[src/rtl/jtframe_sdram_share2.sv]
// Two-master arbiter in front of one SDRAM controller bank port.
// Master A has priority; a starvation counter makes sure B is eventually served.
//
// state   | meaning
// IDLE    | no transfer; arbitrate and latch the winner's request
// REQ     | request on the bus, waiting for sdram_ack
// WAIT    | request accepted, waiting for data_rdy
module jtframe_sdram_share2 #(
  parameter int SDRAMW = 22,
  parameter int STARVE = 4
) (
  input  logic              clk,
  input  logic              rst,

  input  logic              a_rd,
  input  logic              a_wr,
  input  logic [SDRAMW-1:0] a_addr,
  input  logic [15:0]       a_din,
  input  logic [1:0]        a_wrmask,
  output logic              a_ack,
  output logic              a_rdy,
  output logic              a_dst,

  input  logic              b_rd,
  input  logic              b_wr,
  input  logic [SDRAMW-1:0] b_addr,
  input  logic [15:0]       b_din,
  input  logic [1:0]        b_wrmask,
  output logic              b_ack,
  output logic              b_rdy,
  output logic              b_dst,

  output logic              sdram_rd,
  output logic              sdram_wr,
  output logic [SDRAMW-1:0] sdram_addr,
  output logic [15:0]       data_write,
  output logic [1:0]        sdram_wrmask,
  input  logic              sdram_ack,
  input  logic              data_rdy,
  input  logic              data_dst
);

  localparam logic [1:0] ST_IDLE = 2'd0;
  localparam logic [1:0] ST_REQ  = 2'd1;
  localparam logic [1:0] ST_WAIT = 2'd2;

  localparam logic [3:0] STARVE_L = 4'(STARVE);

  logic [1:0]        st;
  logic              grant_a;
  logic              grant_b;
  logic [3:0]        starve_cnt;

  logic              req_a;
  logic              req_b;
  logic              pick_a;
  logic              pick_b;
  logic              win_rd;
  logic              win_wr;
  logic [SDRAMW-1:0] win_addr;
  logic [15:0]       win_din;
  logic [1:0]        win_mask;
  logic              in_req;
  logic              in_wait;
  logic              done;

  assign req_a  = a_rd | a_wr;
  assign req_b  = b_rd | b_wr;
  assign pick_b = req_b && (!req_a || starve_cnt == STARVE_L);
  assign pick_a = req_a && !pick_b;

  always_comb begin
    win_rd   = 1'b0;
    win_wr   = 1'b0;
    win_addr = a_addr;
    win_din  = a_din;
    win_mask = a_wrmask;
    if (pick_b) begin
      win_rd   = b_rd;
      win_wr   = b_wr;
      win_addr = b_addr;
      win_din  = b_din;
      win_mask = b_wrmask;
    end else if (pick_a) begin
      win_rd   = a_rd;
      win_wr   = a_wr;
    end
  end

  always_ff @(posedge clk) begin
    if (rst) begin
      st           <= ST_IDLE;
      grant_a      <= 1'b0;
      grant_b      <= 1'b0;
      starve_cnt   <= 4'd0;
      sdram_rd     <= 1'b0;
      sdram_wr     <= 1'b0;
      sdram_addr   <= '0;
      data_write   <= 16'd0;
      sdram_wrmask <= 2'b11;
    end else begin
      case (st)
        ST_IDLE: begin
          if (pick_a || pick_b) begin
            grant_a      <= pick_a;
            grant_b      <= pick_b;
            sdram_addr   <= win_addr;
            data_write   <= win_din;
            // write wins when a master raises both rd and wr
            sdram_wr     <= win_wr;
            sdram_rd     <= win_rd & ~win_wr;
            sdram_wrmask <= win_wr ? win_mask : 2'b11;
            st           <= ST_REQ;
            if (pick_a && req_b)
              starve_cnt <= (starve_cnt == STARVE_L) ? starve_cnt : starve_cnt + 4'd1;
            else
              starve_cnt <= 4'd0;
          end
        end
        ST_REQ: begin
          if (sdram_ack) begin
            sdram_rd <= 1'b0;
            sdram_wr <= 1'b0;
            if (data_rdy) begin
              grant_a <= 1'b0;
              grant_b <= 1'b0;
              st      <= ST_IDLE;
            end else begin
              st      <= ST_WAIT;
            end
          end
        end
        ST_WAIT: begin
          if (data_rdy) begin
            grant_a <= 1'b0;
            grant_b <= 1'b0;
            st      <= ST_IDLE;
          end
        end
        default: begin
          grant_a  <= 1'b0;
          grant_b  <= 1'b0;
          sdram_rd <= 1'b0;
          sdram_wr <= 1'b0;
          st       <= ST_IDLE;
        end
      endcase
    end
  end

  // completion can coincide with the ack cycle when the controller is fast
  assign in_req  = (st == ST_REQ);
  assign in_wait = (st == ST_WAIT);
  assign done    = (in_req & sdram_ack & data_rdy) | (in_wait & data_rdy);

  assign a_ack = in_req & sdram_ack & grant_a;
  assign b_ack = in_req & sdram_ack & grant_b;
  assign a_rdy = done & grant_a;
  assign b_rdy = done & grant_b;
  assign a_dst = in_wait & data_dst & grant_a;
  assign b_dst = in_wait & data_dst & grant_b;

endmodule

[config.mk]
export PLATFORM = sky130hd
export DESIGN_NAME = jtframe_sdram_share2
export DESIGN_NICKNAME = d
export VERILOG_FILES = /design/src/rtl/jtframe_sdram_share2.sv
export SDC_FILE = /design/constraint.sdc
export NUM_CORES = 1
export LEC_CHECK = 0
export ABC_AREA = 1
export CAP_MARGIN = 20
export CORE_MARGIN = 2
export CORE_UTILIZATION = 39
export CTS_CLUSTER_DIAMETER = 50
export DETAILED_ROUTE_END_ITERATION = 7
export HOLD_SLACK_MARGIN = 0.06
export PLACE_DENSITY = 0.88
export SLEW_MARGIN = 10
export SYNTH_ARGS = -nofsm -noshare
export SYNTH_HDL_FRONTEND = slang
export SYNTH_SLANG_ARGS = --single-unit
[constraint.sdc]
create_clock -name clk -period 1.9 [get_ports clk]
set_input_delay 0.285 -clock clk [delete_from_list [all_inputs] [get_ports clk]]
set_output_delay 0.285 -clock clk [all_outputs]
set_load 0.1 [all_outputs]
==> reports/results.txt <==
status: finished, final reports clean
Antenna Diode Count: 0
top post-synthesis cells by area: dfxtp_1 (39%), nand2_1 (16%), o211ai_1 (11%)
Total GRT Usage: 20.0%
leakage power: 0.00200 µW
Setup CP Type: reg2out
Final ANT Viol Nets: 0
worst hold path startpoint: sdram_wr
Final Core Density: 63.8%
H-tree depth: 2
share of synthesized area spent on multiplexers: 0%
synth warn: 0
dpl hpwl: 5730 µm
post-synthesis xor/xnor area fraction: 0.339%
Pwr Total: 4250 µW
Yosys cell types: 24
post-placement cell count: 567
Most Used Layer, Global Route: met2
crit end category: output port
Setup-failing EPs final: 0
# DRC: 0
FILL cells: 573
largest family of logic cells by synthesized area: simple AND/OR/NAND/NOR gates
R2R Setup Slk: 0.23 ns
Worst EP required: 1.62 ns
post-CTS setup repair buffer count: 0
min cycle time layout: 1.77 ns
Hold Violations, Final: 0
met2 usage: 35.4%
Die Span X: 85.4 µm
site row count: 29
share of cells above drive strength 1: 16.1%
top-area cell type share of the netlist area: 38.8%
max frequency: 565 MHz
syn_nets: 459
Cell Area, Placed: 3960 µm²
WP data arrival: 1.49 ns
synthesized flop and latch total: 50
Initial Utilization: 40.4%
vias in the first global route: 2652
Syn-to-layout area delta: 57.8%
skew final: 0.00739 ns
fin cells: 575
Synth area leader: dfxtp_1
First DRT Iteration DRCs: 104
largest net degree at the start of global routing: 43
FF-to-FF path depth: 10
DIE AREA: 7290 µm²
CTS max path bufs: 2
fin crit share: 93.2%
M3 GR Usage: 5.74%
vias: 2784
worst hold margin: 0.472 ns
syn avg cell area: 7.07 µm²
DR WL/cell: 12.8 µm
worst r2r src: starve_cnt[0]
Min-Delay Path Class: reg2reg
GRT met1 Usage: 23.3%
initial antenna violation count: 0
CTS Sinks: 50
RSZ-0062 raised after global routing: false
Reg2Reg Capture Point: sdram_addr[2]
clock latency at the later pin of the worst-skew pair: 0.31 ns
post-synthesis simple-gate area fraction: 28.3%
pwr/cell area: 1040 nW/µm²
Die Y: 85.4 µm
measured slew at the worst slew-check pin: 0.311 ns
num ports: 137
TritonCTS clock tree: done
Routed WL: 7350 µm
Clk Tree Root Cell: clkbuf_8
routability cong.: 0.901
CTS Hold Bufs: 0
sequential share of the synthesized area: 38.8%
Slew Viols, Final: 0
first-pass GRT wire length: 11900 µm
Min-Delay Path Depth: 2
Buffers on Ports: 136
Synth Cell Area: 2580 µm²
adder-cell share of the synthesized area: 2.42%
total CTS buffers: 5
fin area: 4070 µm²
max cap viols: 0
DR vias/cell: 4.84
DR pass1 iterations: 4
Hold Crit Endpoint: sdram_wr
Synth Instances: 365
Core Box Area: 6390 µm²
Slew headroom: 79.3%
CP startpoint kind: flip-flop
clock-pin slew on the worst setup and hold paths: 0.09 ns
grt total ovfl: 0
post-synthesis compound-gate area fraction: 15.0%
VDD IR max: 690 µV
Final nets: 591
cts repair resizes: 0
CP Max Fanout: 3
[cell usage in the layout (no fill, tap or decap)]
cell type,n
nand2_1,107
clkdlybuf4s50_1,88
inv_1,57
dfxtp_1,50
buf_4,49
nand3_1,43
o211ai_1,38
a21oi_1,12
buf_12,9
nor2_1,7
nor2_2,5
o21ai_0,5
ha_1,5
clkbuf_8,5
nand2_2,3
nor3_2,2
inv_6,2
nand4_1,2
inv_2,1
nand2_4,1
o21ai_2,1
nor3b_1,1
xor2_1,1
a211oi_1,1
bufinv_16,1
clkbuf_1,1
clkinvlp_4,1
[area by class of cell]
| type | count | area, µm² | share of cell area, % |
|---|---|---|---|
| Clock buffer | 6 | 72.6 | 1.78 |
| Clock inverter | 2 | 37.5 | 0.921 |
| Inverter | 60 | 235 | 5.77 |
| Multi-Input combinational cell | 234 | 1200 | 29.5 |
| Sequential cell | 50 | 1000 | 24.6 |
| Tap cell | 77 | 96.3 | 2.36 |
| Timing Repair Buffer | 146 | 1430 | 35.1 |
[worst max-delay path: stages (launching register included)]
cell	delay [ns]
dfxtp_1	0.34
inv_1	0.09
ha_1	0.19
nand2_1	0.10
nand2_1	0.07
nand2_1	0.08
nor2_2	0.14
buf_12	0.19
[synth_stat cells (all sizes together)]
library cell,count
nand2,111
clkbuf,4
buf,17
nand3,43
nor3b,1
nor2,12
nand4,2
inv,60
o21ai,6
xor2,1
nor3,2
a21oi,12
dfxtp,50
ha,5
a211oi,1
o211ai,38
[state kept, by name (all words and copies together) (netlist names)]
register,flops
sdram_addr,22
sdram_wrmask,2
starve_cnt,4
grant_a,1
grant_b,1
sdram_rd,1
data_write,16
st,2
sdram_wr,1
[cell families after synthesis]
kind of cell,count (synthesis)
AO/OA/AOI/OAI,57
buffers and inverters,81
AND/OR/NAND/NOR,171
flip-flops,50
adder cells (fa/ha/maj),5
XOR/XNOR,1
[routing by layer]
layer	part of all wire, %	wire (µm)	vias up
li1	-	-	1437
met1	40	2920	1239
met2	51	3750	98
met3	7.9	581	10
met4	1.4	105	0
met5	0	0	-
[worst max path at each step]
stage                              from              end  depth (start not counted)
final                             st[1]            b_rdy                          7
after global routing      starve_cnt[0]  sdram_wrmask[0]                         10
after CTS                         st[0]            a_rdy                          7
after detailed placement           a_wr   sdram_addr[12]                         10
after global placement             a_wr   sdram_addr[10]                         10
after floorplan                   st[0]            a_rdy                          6
[where the power goes]
part           switching (µW)  internal, µW
Clock                     357           393
Sequential               95.9          1220
Combinational            1580           611
Total                    2030          2220
[stage by stage]
stage / setup TNS, ns / worst slack [ns]
final: 0 / 0.130
after global routing: 0 / 0.0178
after floorplan: -1.68 / -0.376
after global placement: -0.00580 / -0.00580
after detailed placement: -2.62 / -0.0972
after CTS: 0 / 0.0178
No activity file was read; power rests on OpenSTA's default activity.
